==> src/rtl/lcd_pkg.sv <==
// ============================================================================
// Module : lcd_pkg
// Brief  : Shared constants, controller command bytes and FSM states for the
//          frame-buffer scan-out path. Macro: LCD_INIT_EN adds the INIT state.
// Rev    : 1.0  initial release
// ============================================================================
`default_nettype none

package lcd_pkg;

    localparam int LCD_COLS  = 128;
    localparam int LCD_PAGES = 8;
    localparam int INIT_LEN  = 8;

    localparam logic [7:0] CMD_PAGE_BASE = 8'hB0;
    localparam logic [7:0] CMD_COL_HI    = 8'h10;
    localparam logic [7:0] CMD_COL_LO    = 8'h00;

    typedef enum logic [2:0] {
        ST_IDLE      = 3'd0,
`ifdef LCD_INIT_EN
        ST_INIT      = 3'd1,
`endif
        ST_PAGE_CMD  = 3'd2,
        ST_FETCH     = 3'd3,
        ST_SEND      = 3'd4,
        ST_FRAME_END = 3'd5,
        ST_GAP       = 3'd6
    } lcd_state_t;

    // Controller power-up list, sent once after reset when enabled.
    function automatic logic [7:0] init_cmd(input logic [2:0] idx);
        logic [7:0] v;
        case (idx)
            3'd0:    v = 8'hE2;
            3'd1:    v = 8'hA2;
            3'd2:    v = 8'hA0;
            3'd3:    v = 8'hC8;
            3'd4:    v = 8'h2F;
            3'd5:    v = 8'h81;
            3'd6:    v = 8'h20;
            default: v = 8'hAF;
        endcase
        return v;
    endfunction

endpackage

`default_nettype wire

==> src/rtl/lcd_fb_scanout_if.sv <==
// ============================================================================
// Module : lcd_fb_scanout_if
// Brief  : Frame-buffer read port and 4-wire LCD SPI link of the scan-out block.
// Rev    : 1.0  initial release
// ============================================================================
`default_nettype none

interface lcd_fb_scanout_if;
    logic       enable;
    logic [9:0] ram_read_addr;
    logic [7:0] ram_read_data;
    logic       lcd_sclk;
    logic       lcd_mosi;
    logic       lcd_dc;
    logic       lcd_cs_n;
    logic       busy;
    logic       frame_done;

    modport master (
        input  enable, ram_read_data,
        output ram_read_addr, lcd_sclk, lcd_mosi, lcd_dc, lcd_cs_n, busy, frame_done
    );

    modport slave (
        output enable, ram_read_data,
        input  ram_read_addr, lcd_sclk, lcd_mosi, lcd_dc, lcd_cs_n, busy, frame_done
    );
endinterface

`default_nettype wire

==> src/rtl/lcd_spi_byte_tx.sv <==
// ============================================================================
// Module : lcd_spi_byte_tx
// Brief  : Mode-0 SPI byte shifter, MSB first; SCLK half-period = CLK_DIV clk.
// Rev    : 1.0  initial release
// ============================================================================
`default_nettype none

module lcd_spi_byte_tx #(
    parameter int CLK_DIV = 2
) (
    input  logic       clk,
    input  logic       rst,
    input  logic       i_start,
    input  logic [7:0] i_data,
    input  logic       i_dc,
    output logic       o_sclk,
    output logic       o_mosi,
    output logic       o_dc,
    output logic       o_done
);

    localparam int                  c_div_w    = $clog2(CLK_DIV) + 1;
    localparam logic [c_div_w-1:0]  c_div_last = c_div_w'(CLK_DIV - 1);

    logic               r_active;
    logic [c_div_w-1:0] r_div;
    logic [2:0]         r_bit;
    logic [6:0]         r_shift;
    logic               r_sclk;
    logic               r_mosi;
    logic               r_dc;
    logic               r_done;

    always_ff @(posedge clk or posedge rst) begin
        if (rst) begin
            r_active <= 1'b0;
            r_div    <= '0;
            r_bit    <= 3'd0;
            r_shift  <= 7'd0;
            r_sclk   <= 1'b0;
            r_mosi   <= 1'b0;
            r_dc     <= 1'b0;
            r_done   <= 1'b0;
        end else begin
            r_done <= 1'b0;
            if (!r_active) begin
                if (i_start) begin
                    r_active <= 1'b1;
                    r_shift  <= i_data[6:0];
                    r_mosi   <= i_data[7];
                    r_dc     <= i_dc;
                    r_bit    <= 3'd0;
                    r_div    <= '0;
                end
            end else if (r_div == c_div_last) begin
                r_div <= '0;
                if (!r_sclk) begin
                    r_sclk <= 1'b1;
                end else begin
                    // Falling edge: present the next bit, or finish the byte.
                    r_sclk <= 1'b0;
                    if (r_bit == 3'd7) begin
                        r_active <= 1'b0;
                        r_done   <= 1'b1;
                    end else begin
                        r_bit   <= r_bit + 3'd1;
                        r_mosi  <= r_shift[6];
                        r_shift <= {r_shift[5:0], 1'b0};
                    end
                end
            end else begin
                r_div <= r_div + 1'b1;
            end
        end
    end

    assign o_sclk = r_sclk;
    assign o_mosi = r_mosi;
    assign o_dc   = r_dc;
    assign o_done = r_done;

endmodule

`default_nettype wire

==> src/rtl/lcd_fb_scanout.sv <==
// ============================================================================
// Module : lcd_fb_scanout
// Brief  : Streams the 128x64 frame buffer page by page to the LCD over SPI.
//          Macro: LCD_INIT_EN sends the controller init list once after reset.
// Rev    : 1.0  initial release
// ============================================================================
`default_nettype none

module lcd_fb_scanout
    import lcd_pkg::*;
#(
    parameter int CLK_DIV     = 2,
    parameter int RAM_LATENCY = 2,
    parameter int FRAME_GAP   = 16
) (
    input  logic               clk,
    input  logic               rst,
    lcd_fb_scanout_if.master   bus
);

    localparam int                 c_gap_w    = $clog2(FRAME_GAP + 1);
    localparam logic [c_gap_w-1:0] c_gap_last = c_gap_w'(FRAME_GAP - 1);
    localparam logic [2:0]         c_lat      = 3'(RAM_LATENCY);

    lcd_state_t         r_state;
    logic [2:0]         r_page;
    logic [6:0]         r_col;
    logic [2:0]         r_idx;
    logic [2:0]         r_lat;
    logic [c_gap_w-1:0] r_gap;
    logic               r_wait;
    logic               r_tx_start;
    logic [7:0]         r_tx_byte;
    logic               r_tx_dc;
    logic [9:0]         r_addr;
    logic               r_cs_n;
    logic               r_busy;
    logic               r_frame_done;
`ifdef LCD_INIT_EN
    logic               r_init_done;
`endif
    logic               w_tx_done;
    logic [7:0]         w_cmd_byte;

    always_comb begin
        w_cmd_byte = CMD_COL_LO;
        case (r_idx)
            3'd0:    w_cmd_byte = CMD_PAGE_BASE | {5'd0, r_page};
            3'd1:    w_cmd_byte = CMD_COL_HI;
            default: w_cmd_byte = CMD_COL_LO;
        endcase
    end

    always_ff @(posedge clk or posedge rst) begin
        if (rst) begin
            r_state      <= ST_IDLE;
            r_page       <= 3'd0;
            r_col        <= 7'd0;
            r_idx        <= 3'd0;
            r_lat        <= 3'd0;
            r_gap        <= '0;
            r_wait       <= 1'b0;
            r_tx_start   <= 1'b0;
            r_tx_byte    <= 8'd0;
            r_tx_dc      <= 1'b0;
            r_addr       <= 10'd0;
            r_cs_n       <= 1'b1;
            r_busy       <= 1'b0;
            r_frame_done <= 1'b0;
`ifdef LCD_INIT_EN
            r_init_done  <= 1'b0;
`endif
        end else begin
            r_tx_start   <= 1'b0;
            r_frame_done <= 1'b0;
            case (r_state)
                ST_IDLE: begin
                    if (bus.enable) begin
                        r_cs_n <= 1'b0;
                        r_busy <= 1'b1;
                        r_page <= 3'd0;
                        r_col  <= 7'd0;
                        r_idx  <= 3'd0;
                        r_wait <= 1'b0;
`ifdef LCD_INIT_EN
                        r_state <= r_init_done ? ST_PAGE_CMD : ST_INIT;
`else
                        r_state <= ST_PAGE_CMD;
`endif
                    end
                end
`ifdef LCD_INIT_EN
                ST_INIT: begin
                    if (!r_wait) begin
                        r_tx_start <= 1'b1;
                        r_tx_byte  <= init_cmd(r_idx);
                        r_tx_dc    <= 1'b0;
                        r_wait     <= 1'b1;
                    end else if (w_tx_done) begin
                        r_wait <= 1'b0;
                        r_idx  <= r_idx + 3'd1;
                        if (r_idx == 3'(INIT_LEN - 1)) begin
                            r_init_done <= 1'b1;
                            r_state     <= ST_PAGE_CMD;
                        end
                    end
                end
`endif
                ST_PAGE_CMD: begin
                    if (!r_wait) begin
                        r_tx_start <= 1'b1;
                        r_tx_byte  <= w_cmd_byte;
                        r_tx_dc    <= 1'b0;
                        r_wait     <= 1'b1;
                    end else if (w_tx_done) begin
                        r_wait <= 1'b0;
                        if (r_idx == 3'd2) begin
                            r_idx   <= 3'd0;
                            r_addr  <= {r_page, r_col};
                            r_lat   <= 3'd0;
                            r_state <= ST_FETCH;
                        end else begin
                            r_idx <= r_idx + 3'd1;
                        end
                    end
                end
                ST_FETCH: begin
                    // Address has been stable RAM_LATENCY cycles: data is valid now.
                    if (r_lat == c_lat) begin
                        r_tx_start <= 1'b1;
                        r_tx_byte  <= bus.ram_read_data;
                        r_tx_dc    <= 1'b1;
                        r_state    <= ST_SEND;
                    end else begin
                        r_lat <= r_lat + 3'd1;
                    end
                end
                ST_SEND: begin
                    if (w_tx_done) begin
                        r_col <= r_col + 7'd1;
                        if (r_col == 7'(LCD_COLS - 1)) begin
                            r_page  <= r_page + 3'd1;
                            r_state <= (r_page == 3'(LCD_PAGES - 1)) ? ST_FRAME_END : ST_PAGE_CMD;
                        end else begin
                            r_addr  <= {r_page, r_col + 7'd1};
                            r_lat   <= 3'd0;
                            r_state <= ST_FETCH;
                        end
                    end
                end
                ST_FRAME_END: begin
                    r_frame_done <= 1'b1;
                    r_cs_n       <= 1'b1;
                    r_gap        <= '0;
                    r_state      <= ST_GAP;
                end
                ST_GAP: begin
                    if (r_gap == c_gap_last) begin
                        r_busy  <= 1'b0;
                        r_state <= ST_IDLE;
                    end else begin
                        r_gap <= r_gap + 1'b1;
                    end
                end
                default: r_state <= ST_IDLE;
            endcase
        end
    end

    lcd_spi_byte_tx #(
        .CLK_DIV (CLK_DIV)
    ) u_tx (
        .clk     (clk),
        .rst     (rst),
        .i_start (r_tx_start),
        .i_data  (r_tx_byte),
        .i_dc    (r_tx_dc),
        .o_sclk  (bus.lcd_sclk),
        .o_mosi  (bus.lcd_mosi),
        .o_dc    (bus.lcd_dc),
        .o_done  (w_tx_done)
    );

    assign bus.ram_read_addr = r_addr;
    assign bus.lcd_cs_n      = r_cs_n;
    assign bus.busy          = r_busy;
    assign bus.frame_done    = r_frame_done;

endmodule

`default_nettype wire

==> src/flat_wrapper.sv <==
// flat-port wrapper written by rule: the top's interface ports become plain ports
module lcd_fb_scanout_flat import lcd_pkg::*;
#(
    parameter int CLK_DIV     = 2,
    parameter int RAM_LATENCY = 2,
    parameter int FRAME_GAP   = 16
)
  (clk, rst, bus_enable, bus_ram_read_data, bus_ram_read_addr, bus_lcd_sclk, bus_lcd_mosi, bus_lcd_dc, bus_lcd_cs_n, bus_busy, bus_frame_done);
  lcd_fb_scanout_if bus_i ();
  input  logic clk;
  input  logic rst;
  input wire logic [$bits(bus_i.enable)-1:0] bus_enable;
  input wire logic [$bits(bus_i.ram_read_data)-1:0] bus_ram_read_data;
  output wire logic [$bits(bus_i.ram_read_addr)-1:0] bus_ram_read_addr;
  output wire logic [$bits(bus_i.lcd_sclk)-1:0] bus_lcd_sclk;
  output wire logic [$bits(bus_i.lcd_mosi)-1:0] bus_lcd_mosi;
  output wire logic [$bits(bus_i.lcd_dc)-1:0] bus_lcd_dc;
  output wire logic [$bits(bus_i.lcd_cs_n)-1:0] bus_lcd_cs_n;
  output wire logic [$bits(bus_i.busy)-1:0] bus_busy;
  output wire logic [$bits(bus_i.frame_done)-1:0] bus_frame_done;
  assign bus_i.enable = bus_enable;
  assign bus_i.ram_read_data = bus_ram_read_data;
  assign bus_ram_read_addr = bus_i.ram_read_addr;
  assign bus_lcd_sclk = bus_i.lcd_sclk;
  assign bus_lcd_mosi = bus_i.lcd_mosi;
  assign bus_lcd_dc = bus_i.lcd_dc;
  assign bus_lcd_cs_n = bus_i.lcd_cs_n;
  assign bus_busy = bus_i.busy;
  assign bus_frame_done = bus_i.frame_done;
  lcd_fb_scanout #(.CLK_DIV(CLK_DIV), .RAM_LATENCY(RAM_LATENCY), .FRAME_GAP(FRAME_GAP)) u_core (.clk(clk), .rst(rst), .bus(bus_i));
endmodule
==> config.mk <==
export PLATFORM = sky130hd
export DESIGN_NAME = lcd_fb_scanout_flat
export DESIGN_NICKNAME = d
export VERILOG_FILES = /design/src/rtl/lcd_pkg.sv /design/src/rtl/lcd_fb_scanout_if.sv /design/src/rtl/lcd_spi_byte_tx.sv /design/src/rtl/lcd_fb_scanout.sv /design/src/flat_wrapper.sv
export SDC_FILE = /design/constraint.sdc
export NUM_CORES = 1
export LEC_CHECK = 0
export ABC_AREA = 1
export BUFFER_PORTS_ARGS = -buffer_cell sky130_fd_sc_hd__buf_2
export CORE_MARGIN = 2
export CORE_UTILIZATION = 54
export DETAILED_ROUTE_END_ITERATION = 8
export GPL_ROUTABILITY_DRIVEN = 0
export PLACE_DENSITY = 0.76
export SLEW_MARGIN = 25
export SYNTH_ARGS = -nofsm -noshare
export SYNTH_HDL_FRONTEND = slang
export SYNTH_SLANG_ARGS = --single-unit
==> constraint.sdc <==
create_clock -name clk -period 2.59 [get_ports clk]
set_clock_uncertainty 0.15 [all_clocks]
set_input_delay 0.777 -clock clk [delete_from_list [all_inputs] [get_ports clk]]
set_output_delay 0.777 -clock clk [all_outputs]
set_load 0.02 [all_outputs]
Word level (Yosys, flattened, before mapping):

Index checks and enable logic that the tools add are counted.

* output and inout bits: 16
* memories kept: 0
* register bits: 65
* bits in read-only memories: 0
* word-level logic and storage cells: 166
* bits of input ports: 11
* latch bits: 0
* memory bits (writable): 0

* $add $sub $neg: 7
* div/mod/pow operators: 0
* reductions and logical operators: 25
* $mul: 0
* equality and inequality tests: 28
* bitwise gates (word level): 1
* mux-type cells: 83
* order comparisons: 0
* shift operators: 0

Operators with widths (number)
* $mux 3: 26
* $mux 10: 5
* $mux 7: 7
* $pmux 8 s2: 2
* $mux 1: 25
* $pmux 10 s2: 1
* $pmux 3 s6: 1
* $mux 8: 2
* $ne 2x2->1 const B: 8
* $reduce_bool 2->1: 8
* $eq 3x3->1 const B: 5
* $ne 2x1->1 const B: 7
* $pmux 7 s2: 1
* $reduce_and 7->1: 2
* $add 3x1->3 const B: 4
* $eq 3x2->1 const B: 4
* $pmux 3 s2: 2
* $reduce_and 4->1: 3
* $pmux 1 s2: 5
* $pmux 5 s2: 1
* $reduce_and 2->1: 5
* $pmux 3 s3: 1
* $reduce_and 3->1: 3
* $add 7x1->7 const B: 1
* 12 further kinds: 15

Logic depth before layout (Yosys ltp):

Gate-level depths: netlist of the first run.

* depth after elaboration: 5
* gate-level depth with buffers: 10
* depth with buffers taken out: 10

Hierarchy:

Synthesis of the first run repeated with hierarchy kept, for this count alone.

* cells, all modules: 422
* area, all modules: 3568.4 um2

Modules (own cells, without submodules)
* lcd_fb_scanout: instances 1, cells each 325, sequential area each 1202.4 um2, area each 2660.1 um2
* lcd_spi_byte_tx: instances 1, cells each 97, sequential area each 425.4 um2, area each 908.4 um2

Worst setup path after synthesis of the first run:

No wires, ideal clock.

* kind: reg2reg
* start point: register u_core.u_tx.r_bit[0]
* end point: register u_core.u_tx.r_shift[6]
* setup time: 76 ps
* path buffers: 1
* stages on the path, launching flop included: 9
* data required time: 2364 ps
* period minus slack after synthesis: 1567 ps
* data arrival time: 1341 ps
* setup slack: 1023 ps
* path through: dfrtp_1 > ha_1 > ha_1 > inv_1 > nand2_2 > nand2_2 > buf_6 > o211ai_1 > o21ai_1

* longest elaborated chain between the ends: 3

RTL lines
* start, declared: line lcd_spi_byte_tx.sv:27 `logic [2:0] r_bit;`
* start signal, assigned: line lcd_spi_byte_tx.sv:66 `r_bit <= r_bit + 3'd1;`
* $eq 3x3->1: line lcd_spi_byte_tx.sv:62 `if (r_bit == 3'd7) begin`
* $ne 2x2->1 (no line)
* $reduce_and 4->1 (no line)
* end signal, assigned: line lcd_spi_byte_tx.sv:49 `r_shift <= i_data[6:0];`
* end signal, assigned: line lcd_spi_byte_tx.sv:68 `r_shift <= {r_shift[5:0], 1'b0};`
* end, declared: line lcd_spi_byte_tx.sv:28 `logic [6:0] r_shift;`

No other way between the ends.
A chain may end at the register's enable or synchronous reset.

Worst setup path after layout of the first run:

* start point: register u_core.r_cs_n, in the netlist u_core.bus.lcd_cs_n
* end point: output port bus_lcd_cs_n

RTL lines
* start, declared: line lcd_fb_scanout.sv:36 `logic r_cs_n;`
* start signal, assigned: line lcd_fb_scanout.sv:67 `r_cs_n <= 1'b1;`
* start signal, assigned: line lcd_fb_scanout.sv:79 `r_cs_n <= 1'b0;`
* start signal, assigned: line lcd_fb_scanout.sv:153 `r_cs_n <= 1'b1;`
* end, declared: line flat_wrapper.sv:18 `output wire logic [$bits(bus_i.lcd_cs_n)-1:0] bus_lcd_cs_n;`

No word-level cell between the ends.

==> qor.csv, run 1 <==
stage,metric,value,unit
run_status,run_status,finished clean,
clock_tree,cts_tree,built,
yosys,synthAdderAreaFrac,3.758,%
global_routing,grt_pass1_wl,11120,microns
cells_and_area,drive_above_1_share,16.10,%
drt,routed-via-count,2650,
yosys,synth_area_per_cell,8.160,sq um
worst_setup_path,crit_path_max_incr_delay,0.53,ns
yosys,synth.ff_latch_count,65,
placement,preCtsSetupSlack,0.6987,ns
sta,achievable-frequency,512.9,MHz
worst_setup_path,critical_path.cell_chain,buf_2,
drt,remaining_drc_errors,0,
clock_tree,cts_resized,0,
global_routing,grt_start_max_net_pins,66,
power_and_ir_drop,power.static_leakage,1.931,nW
drt,detailedRoute.firstPassIterationCount,4,
clock_tree,ctsRootBufferMaster,sky130_fd_sc_hd__clkbuf_8,
cells_and_area,layout.nets,457,
power_and_ir_drop,p_switching,1.932,mW
floorplan,floorplan.die.width,82.52,microns
yosys,post_synth_num_cell_types,32,
floorplan,core.rowCount,28,
cells_and_area,mostFrequentLayoutCells,"sky130_fd_sc_hd__nand2_1 (121), sky130_fd_sc_hd__dfrtp_1 (64), sky130_fd_sc_hd__inv_1 (42)",
power_and_ir_drop,cell_internal_pwr,2.367,mW
cells_and_area,antenna-diode-count,0,
power_and_ir_drop,netSwitchingFraction,44.94,%
yosys,mappedNetlistArea,0.003329,sq mm
clock_tree,clock-sinks,65,
power_and_ir_drop,clkPwrFrac,18.2,%
worst_setup_path,crit_fanout,2,
drt,detail_route.iter0.violations,125,
yosys,synth_top_flop_cell,sky130_fd_sc_hd__dfrtp_1,
worst_setup_path,r2r.worst_path.cells,8,
global_routing,first_global_vias,2474,
power_and_ir_drop,worst_ir_drop_vdd,0.6484,mV
clock_tree,htree_levels,3,
placement,portBuffers,26,
clock_tree,clk_pin_slew_worst_paths,0.07,ns
sta,fin_setup_tns,0,ns
worst_setup_path,crit_buf_inv,1,
yosys,synth_enable_flop_cells,0,
global_routing,grt_overflow,0,
yosys,synthArstFlopShare,100.0,%
yosys,synth_mux_area_share,0,%
drt,postRouteAntennaNets,0,
worst_setup_path,worst_path_max_delay_cell,sky130_fd_sc_hd__dfstp_2,
drt,wl,6478,microns
sta,worst_slack,0.6402,ns
worst_setup_path,timing.critical_path.required,1.66,ns
sta,period_share,75.28,%
cells_and_area,layout_commonest_cell,sky130_fd_sc_hd__nand2_1,
yosys,synth.yosys.seq_area_share,48.89,%
hold_path,whs_path_depth,2,
placement,dp_hpwl,4669,microns
worst_setup_path,critPathTopFamily,flip-flops,
yosys,synth_top_family_by_area,simple AND/OR/NAND/NOR gates,
sta,slew_headroom,61.57,%
yosys,synth-compound-area-share,11.16,%
yosys,syn_inst,408,
worst_setup_path,cp-end-kind,output pin,
clock_tree,cts_setup_buffers,0,
worst_setup_path,crit_type,register to output pin,
worst_setup_path,critPathArrivalTime,1.02,ns
cells_and_area,fill_cells,548,
floorplan,core-area,0.005956,sq mm
clock_tree,cts_buffer_depth,2,
floorplan,io-pin-count,27,
clock_tree,worstSkewPairLatency,0.34,ns
global_routing,grt_antenna_before_repair,0,
drt,final_routed_wire_length_divided_by_cell_count,12.55,microns
hold_path,hold_class,register to register,
power_and_ir_drop,combPwrFrac,43.7,%
global_routing,track_usage,21.57,%
clock_tree,postCtsHoldBufs,0,
run,max-cap-violations,0,
cells_and_area,layout-area-overhead-vs-synth,10.33,%
yosys,yosysWarnings,0,
yosys,yosys.area_share.xor_xnor,1.052,%
yosys,post_synth_and_or_nand_nor_area_fraction,27.32,%
sta,finalWorstPathRequiredPeriod,1.950,ns
power_and_ir_drop,power.density,1170,mW/mm^2
sta,worst-slew-pin-transition,0.5758,ns
floorplan,floorplan.initialDensity,55.90,%
sta,maxSlewViolCount,0,
floorplan,die_height,82.52,microns
sta,rsz0062_at_grt,no,
power_and_ir_drop,sequentialPowerShare,38.1,%
clock_tree,cts_buffers,9,
worst_setup_path,path_depth,1,
sta,setup_viol,0,
yosys,net_count_synth,429,
sta,hold_violations,0,
floorplan,die_area,0.006810,sq mm
worst_setup_path,cp-start-kind,register,
drt,drt-vias-per-instance,5.136,
==> cell families after synthesis <==
logic type               Yosys count
buffers and inverters             57
AND/OR/NAND/NOR                  206
AO/OA/AOI/OAI                     66
adder cells (fa/ha/maj)           10
flip-flops                        65
XOR/XNOR                           4
==> routing by layer <==
metal / GRT usage (%) / up-vias / wire length, microns
li1: - / 1371 / -
met5: 0 / - / 0
met3: 3.913 / 10 / 211
met1: 28.06 / 1228 / 3041
met2: 35.56 / 41 / 3108
met4: 8.852 / 0 / 116
==> final cells by class <==
| type | count | area (sq um) | area share, % |
|---|---|---|---|
| Clock buffer | 10 | 137.6 | 3.747 |
| Inverter | 47 | 178.9 | 4.871 |
| Clock inverter | 6 | 43.79 | 1.192 |
| Multi-Input combinational cell | 286 | 1441 | 39.24 |
| Timing Repair Buffer | 27 | 150.1 | 4.087 |
| Sequential cell | 65 | 1628 | 44.31 |
| Tap cell | 75 | 93.84 | 2.554 |
==> Yosys cell counts (all sizes together), types with 4 or more instances <==
library cell	instances	share of area [%]
a21oi	14	2.1
buf	9	2.3
dfrtp	64	48
ha	10	3.8
inv	47	5.4
nand2	129	15
nand3	36	5.9
nor2	35	4.8
o211ai	4	0.90
o21a	5	1.1
o21ai	40	6.5
or2	4	0.75
==> tightest hold or removal path, cell delays in order (launching register included) <==
cell and delay, ns:
sky130_fd_sc_hd__dfstp_2 0.37, sky130_fd_sc_hd__nand2_1 0.05, sky130_fd_sc_hd__nand2_1 0.04
==> power groups by stage <==
stage / sequential (mW) / clock [mW] / combinational, mW
final: 1.64 / 0.782 / 1.88
after global routing: 1.69 / 0.858 / 2.16
after CTS: 1.64 / 0.801 / 1.90
after detailed placement: 1.66 / 0 / 1.89
after global placement: 1.64 / 0 / 1.83
after floorplan: 1.65 / 0 / 1.55
==> final timing paths <==
path | to | startpoint | slack (ns)
max | bus_lcd_cs_n | u_core.bus.lcd_cs_n | 0.64
max in group asynchronous | u_core.bus.lcd_cs_n | rst | 1.64
min reg2reg | u_core.bus.lcd_cs_n | u_core.bus.lcd_cs_n | 0.31
min | u_core.bus.lcd_cs_n | u_core.bus.lcd_cs_n | 0.31
min in group asynchronous | u_core.u_tx.r_shift[6] | rst | 0.34
max reg2reg | u_core.bus.ram_read_addr[0] | u_core.r_col[0] | 0.69
==> sequential cells by signal, summed over array words and instances, names as in the netlist, 2 cells and up <==
signal / cells
u_core.u_tx.r_div: 2
u_core.r_gap: 5
u_core.r_state: 3
u_core.u_tx.r_bit: 3
u_core.r_page: 3
u_core.u_tx.r_shift: 7
u_core.bus.ram_read_addr: 10
u_core.r_lat: 3
u_core.r_tx_byte: 8
u_core.r_col: 7
u_core.r_idx: 3
==> per-stage QoR <==
stage               cells  hold WS (ns)  util (%)  total power [mW]  cell area, sq um
finish                516        0.3134     61.68             4.299              3674
global route          516        0.3507     61.68             4.712              3674
CTS                   516        0.3167     61.68             4.335              3674
detailed placement    500        0.3023     58.63             3.547              3492
global placement      500        0.3035     58.63             3.468              3492
floorplan             408        0.2854         -             3.206              3329
No activity file was read; power rests on OpenSTA's default activity.
==> run 2, diff against run 1 <==
CORE_UTILIZATION = 55   (was 54)
PLACE_DENSITY = 0.74   (was 0.76)
clock period = 1.8 ns   (was 2.59 ns; I/O delays follow)
==> qor.csv, run 2 (same netlist as run 1, synthesis figures left out) <==
stage,metric,value,unit,change
run_status,run_status,finished clean,,
worst_setup_path,cp-end-kind,output pin,,
sta,worst-slew-pin-transition,0.3844,ns,-0.1914 ns
worst_setup_path,crit_path_max_incr_delay,0.53,ns,about the same
sta,achievable-frequency,588.4,MHz,
clock_tree,clock-sinks,65,,unchanged
floorplan,die_height,81.81,microns,-0.87%
cells_and_area,multi_input_comb_area,0.001474,sq mm,+2.3%
placement,portBuffers,26,,unchanged
cells_and_area,seq_area,0.001630,sq mm,+0.15%
clock_tree,cts_buffers,9,,unchanged
worst_setup_path,timing.critical_path.required,1.11,ns,-0.55 ns
drt,drt-vias-per-instance,5.108,,-0.53%
drt,detailedRoute.firstPassIterationCount,4,,unchanged
worst_setup_path,critPathTopFamily,flip-flops,,
power_and_ir_drop,worst_ir_drop_vdd,0.9997,mV,+54%
sta,worst_slack,0.1005,ns,-0.5397 ns
floorplan,die_area,0.006692,sq mm,-1.7%
clock_tree,ctsRootBufferMaster,sky130_fd_sc_hd__clkbuf_8,,
worst_setup_path,crit_buf_inv,1,,unchanged
placement,preCtsSetupSlack,0.03229,ns,-0.6664 ns
sta,finalWorstPathRequiredPeriod,1.699,ns,
floorplan,floorplan.die.width,81.81,microns,-0.87%
clock_tree,cts_buffer_depth,2,,unchanged
global_routing,track_usage,23.03,%,+1.5 points
drt,final_routed_wire_length_divided_by_cell_count,12.41,microns,-1.1%
drt,detail_route.iter0.violations,121,,-3.2%
global_routing,first_global_vias,2606,,+5.3%
clock_tree,cts_tree,built,,
global_routing,grt_pass1_wl,11640,microns,+4.7%
power_and_ir_drop,power.density,1738,mW/mm^2,+48%
cells_and_area,layout.nets,476,,+4.2%
cells_and_area,mostFrequentLayoutCells,"sky130_fd_sc_hd__nand2_1 (120), sky130_fd_sc_hd__dfrtp_1 (62), sky130_fd_sc_hd__inv_1 (42)",,
hold_path,hold_class,primary input to asynchronous set/reset pin,,
sta,maxSlewViolCount,0,,unchanged
sta,setup_viol,0,,unchanged
floorplan,io-pin-count,27,,unchanged
cells_and_area,largest_reg_flops,10,,unchanged
global_routing,grt_overflow,0,,unchanged
clock_tree,clk_pin_slew_worst_paths,0.07,ns,about the same
worst_setup_path,critical_path.cell_chain,buf_2,,
cells_and_area,fill_cells,486,,-11%
worst_setup_path,crit_type,register to output pin,,
cells_and_area,antenna-diode-count,0,,unchanged
floorplan,floorplan.initialDensity,56.57,%,+0.67 points
placement,numPlacedInstances,515,,+3.0%
power_and_ir_drop,power.static_leakage,2.044,nW,+5.8%
floorplan,core.rowCount,28,,unchanged
global_routing,grt_start_max_net_pins,43,,-35%
cells_and_area,finalNonFillerCells,535,,+3.7%
floorplan,core-area,0.005886,sq mm,-1.2%
cells_and_area,layout-area-overhead-vs-synth,17.63,%,
worst_setup_path,crit_fanout,2,,unchanged
clock_tree,postCtsHoldBufs,0,,unchanged
cells_and_area,drive_above_1_share,21.30,%,+5.2 points
sta,fin_hold_ws,0.03573,ns,-0.2777 ns
run,max-cap-violations,0,,unchanged
sta,slew_headroom,74.32,%,+13 points
worst_setup_path,critPathArrivalTime,1.01,ns,about the same
drt,wl,6641,microns,+2.5%
cells_and_area,layout_commonest_cell,sky130_fd_sc_hd__nand2_1,,
clock_tree,worstSkewPairLatency,0.34,ns,about the same
worst_setup_path,cp-start-kind,register,,
drt,postRouteAntennaNets,0,,unchanged
placement,dp_hpwl,4856,microns,+4.0%
sta,hold_violations,0,,unchanged
sta,period_share,94.42,%,
drt,remaining_drc_errors,0,,unchanged
worst_setup_path,worst_path_max_delay_cell,sky130_fd_sc_hd__dfstp_2,,
clock_tree,htree_levels,3,,unchanged
sta,rsz0062_at_grt,yes,,
global_routing,grt_antenna_before_repair,0,,unchanged
drt,routed-via-count,2733,,+3.1%
power_and_ir_drop,post-layout-total-power,6.806,mW,+58%
run 2: changes by cell type in the layout (fill, tap and decap cells not counted), sizes merged:
cell      before  now
buf           27   46
inv           47   46
clkinvlp       1    3
bufinv         0    2
clkbuf        10   12
clkinv         5    0
run 2: final timing paths:
kind | end | slack (ns) | from | cells after the start
max | bus_lcd_cs_n | 0.10 | u_core.bus.lcd_cs_n | 1
min | u_core.r_idx[1] | 0.04 | rst | 2
max reg2reg | u_core.u_tx.r_shift[5] | 0.13 | u_core.u_tx.r_bit[0] | 7
min reg2reg | u_core.r_gap[3] | 0.31 | u_core.r_gap[3] | 1
max in group asynchronous | u_core.r_col[6] | 0.95 | rst | 3
min in group clk | u_core.r_tx_byte[6] | 0.26 | bus_ram_read_data[6] | 3
run 2: final cells by class:
| type | instances | share of cell area [%] |
|---|---|---|
| Sequential cell | 65 | 41.63 |
| Multi-Input combinational cell | 286 | 37.64 |
| Tap cell | 75 | 2.396 |
| Inverter | 47 | 4.665 |
| Timing Repair Buffer | 46 | 7.796 |
| Clock inverter | 4 | 1.917 |
| Clock buffer | 12 | 3.962 |
run 2: layer usage:
metal | GRT usage [%] | routed length (microns)
met1 | 29.56 | 3014
met3 | 4.725 | 235
met4 | 11.00 | 80
met2 | 37.32 | 3311
met5 | 0 | 0
run 2: metrics by stage:
stage / setup TNS, ns / utilization, % / instance area, sq um
after floorplan: 0 / - / 3333
after global placement: 0 / 61.52 / 3621
after detailed placement: 0 / 61.52 / 3621
after CTS: 0 / 65.43 / 3851
after global routing: -0.005668 / 66.54 / 3916
final: 0 / 66.54 / 3916
run 2: report_power, final:
part	internal (mW)	total, mW	switching, mW
clock network	0.856	1.41	0.551
logic	1.15	3.09	1.94
registers	1.96	2.31	0.349
run 2: repair_timing:
item	4_1_cts	5_1_grt
endpoints found under the setup margin	0	26
setup buffers	0	4
resized for setup	0	12
==> run 3, diff against run 2 <==
CORE_UTILIZATION = 23   (was 55)
PLACE_DENSITY = 0.38   (was 0.74)
==> qor.csv, run 3 (same netlist as run 1, synthesis figures left out) <==
stage,metric,value,unit,change
power_and_ir_drop,combPwrFrac,44.5,%,-0.9 points
sta,maxSlewViolCount,0,,unchanged
drt,postRouteAntennaNets,0,,unchanged
floorplan,die_height,124.3,microns,+52%
placement,preCtsSetupSlack,0.05980,ns,+0.02751 ns
worst_setup_path,critical_path.cell_chain,buf_2,,
power_and_ir_drop,power.static_leakage,2.106,nW,+3.0%
power_and_ir_drop,power.density,1751,mW/mm^2,+0.76%
global_routing,grt_overflow,0,,unchanged
drt,drt-vias-per-instance,4.249,,-17%
worst_setup_path,cp-end-kind,output pin,,
worst_setup_path,worst_path_max_delay_cell,sky130_fd_sc_hd__dfstp_2,,
power_and_ir_drop,sequentialPowerShare,31.6,%,-2.4 points
cells_and_area,layout_commonest_cell,sky130_fd_sc_hd__nand2_1,,
sta,achievable-frequency,587.7,MHz,-0.13%
clock_tree,cts_buffer_depth,2,,unchanged
global_routing,grt_antenna_before_repair,0,,unchanged
global_routing,grt_pass1_wl,13790,microns,+18%
global_routing,first_global_vias,2738,,+5.1%
worst_setup_path,timing.rr.end,u_core.r_gap[3],,
clock_tree,ctsRootBufferMaster,sky130_fd_sc_hd__clkbuf_16,,
sta,finalWorstPathRequiredPeriod,1.702,ns,+0.002178 ns
power_and_ir_drop,netSwitchingFraction,41.89,%,+0.20 points
clock_tree,cts_buffers,9,,unchanged
worst_setup_path,crit_fanout,2,,unchanged
placement,portBuffers,26,,unchanged
hold_path,hold_class,primary input to asynchronous set/reset pin,,
placement,dp_hpwl,5986,microns,+23%
power_and_ir_drop,worst_ir_drop_vdd,0.6293,mV,-37%
cells_and_area,fill_cells,1521,,+210%
clock_tree,clock-sinks,65,,unchanged
drt,wl,8038,microns,+21%
clock_tree,clk_pin_slew_worst_paths,0.06,ns,about the same
sta,period_share,94.54,%,+0.12 points
worst_setup_path,crit_buf_inv,1,,unchanged
worst_setup_path,r2r.worst_path.cells,9,,+2
worst_setup_path,critPathTopFamily,flip-flops,,
worst_setup_path,cp-start-kind,register,,
cells_and_area,layout-area-overhead-vs-synth,25.63,%,
floorplan,floorplan.die.width,124.3,microns,+52%
clock_tree,htree_levels,3,,unchanged
floorplan,core-area,0.01399,sq mm,+140%
worst_setup_path,crit_path_max_incr_delay,0.53,ns,about the same
worst_setup_path,critPathArrivalTime,1.01,ns,about the same
sta,hold_violations,0,,unchanged
sta,worst_slack,0.09835,ns,-0.002178 ns
power_and_ir_drop,p_switching,3.068,mW,+8.1%
floorplan,die_area,0.01545,sq mm,+130%
clock_tree,worstSkewPairLatency,0.33,ns,about the same
cells_and_area,antenna-diode-count,0,,unchanged
power_and_ir_drop,clkPwrFrac,23.9,%,+3.2 points
run,max-cap-violations,0,,unchanged
drt,routed-via-count,2732,,-0.037%
drt,detailedRoute.firstPassIterationCount,4,,unchanged
drt,detail_route.iter0.violations,151,,+25%
worst_setup_path,timing.critical_path.required,1.11,ns,about the same
floorplan,io-pin-count,27,,unchanged
sta,worst-slew-pin-transition,0.4115,ns,+0.02712 ns
worst_setup_path,crit_type,register to output pin,,
floorplan,floorplan.initialDensity,23.80,%,-33 points
global_routing,track_usage,11.06,%,-12 points
cells_and_area,mostFrequentLayoutCells,"sky130_fd_sc_hd__nand2_1 (118), sky130_fd_sc_hd__dfrtp_1 (62), sky130_fd_sc_hd__inv_1 (42)",,
cells_and_area,finalCoreUtilization,29.90,%,-37 points
cells_and_area,largest_reg_flops,10,,unchanged
cells_and_area,layout.nets,479,,+0.63%
sta,slew_headroom,72.35,%,-2.0 points
drt,remaining_drc_errors,0,,unchanged
sta,setup_viol,0,,unchanged
power_and_ir_drop,cell_internal_pwr,4.256,mW,+7.2%
drt,final_routed_wire_length_divided_by_cell_count,12.50,microns,+0.71%
worst_setup_path,worst-r2r-setup-slack,0.12,ns,about the same
cells_and_area,post_route_cell_area,0.004183,sq mm,+6.8%
floorplan,core.rowCount,43,,+54%
run_status,run_status,finished clean,,
worst_setup_path,worstReg2RegStart,u_core.r_gap[0],,
global_routing,grt_start_max_net_pins,23,,-47%
clock_tree,cts_tree,built,,
cells_and_area,drive_above_1_share,22.03,%,+0.73 points
placement,dpl_cell_area,0.003827,sq mm,+5.7%
[run 3: cell count changes in the layout (fill, tap and decap cells not counted), moves of 2 or more]
cell	previous run	this run
sky130_fd_sc_hd__clkbuf_16	0	9
sky130_fd_sc_hd__clkbuf_8	11	0
sky130_fd_sc_hd__nand2_2	6	8
sky130_fd_sc_hd__nand2_1	120	118
sky130_fd_sc_hd__buf_12	2	5
sky130_fd_sc_hd__clkinv_2	0	3
[run 3: cell type report]
type	instances	area [sq um]	share of cell area [%]
clock buffers	9	225.2	5.384
clock inverters	7	70.07	1.675
inverters	47	182.7	4.367
multi-input cells	287	1491	35.66
flip-flops and latches	65	1630	38.98
well taps	180	225.2	5.384
repair buffers	48	357.8	8.555
[run 3: worst max path at each step]
stage / start / to / depth (start not counted)
2_1_floorplan: u_core.u_tx.r_bit[0] / u_core.u_tx.r_shift[6] / 8
3_3_place_gp: u_core.u_tx.r_bit[0] / u_core.u_tx.r_shift[6] / 7
3_5_place_dp: u_core.u_tx.r_bit[0] / u_core.u_tx.r_shift[5] / 7
6_report: u_core.bus.lcd_cs_n / bus_lcd_cs_n / 1
5_1_grt: u_core.r_lat[0] / u_core.r_state[0] / 8
4_1_cts: u_core.u_tx.r_bit[0] / u_core.u_tx.r_shift[1] / 7
[run 3: metrics by stage]
| step | hold WS (ns) | power, mW | std cells | TNS (ns) |
|---|---|---|---|---|
| 6_report | 0.05116 | 7.324 | 643 | 0 |
| 2_1_floorplan | 0.2854 | 4.614 | 408 | 0 |
| 4_1_cts | 0.05215 | 7.298 | 641 | 0 |
| 3_3_place_gp | 0.3023 | 5.483 | 625 | 0 |
| 3_5_place_dp | 0.3120 | 5.499 | 625 | 0 |
| 5_1_grt | 0.06209 | 8.030 | 643 | -0.01228 |
[run 3: repair_timing]
action,CTS,global route
gates resized for setup,0,13
hold endpoints to repair,0,0
hold buffers,0,0
setup buffers,0,1
endpoints found under the setup margin,0,29
[run 3: metal layers]
metal / vias up / GRT usage, % / share of wire, %
li1: 1402 / - / -
met1: 1282 / 14.83 / 50
met2: 41 / 17.33 / 46
met3: 7 / 2.878 / 3.0
met4: 0 / 3.767 / 1.2
met5: - / 0 / 0
[run 3: power by group through the flow]
stage	Combinational (mW)	Clock, mW	Sequential (mW)
6_report	3.26	1.75	2.32
5_1_grt	3.76	1.88	2.39
4_1_cts	3.17	1.81	2.32
3_5_place_dp	3.16	0	2.34
3_3_place_gp	3.15	0	2.33
2_1_floorplan	2.24	0	2.38
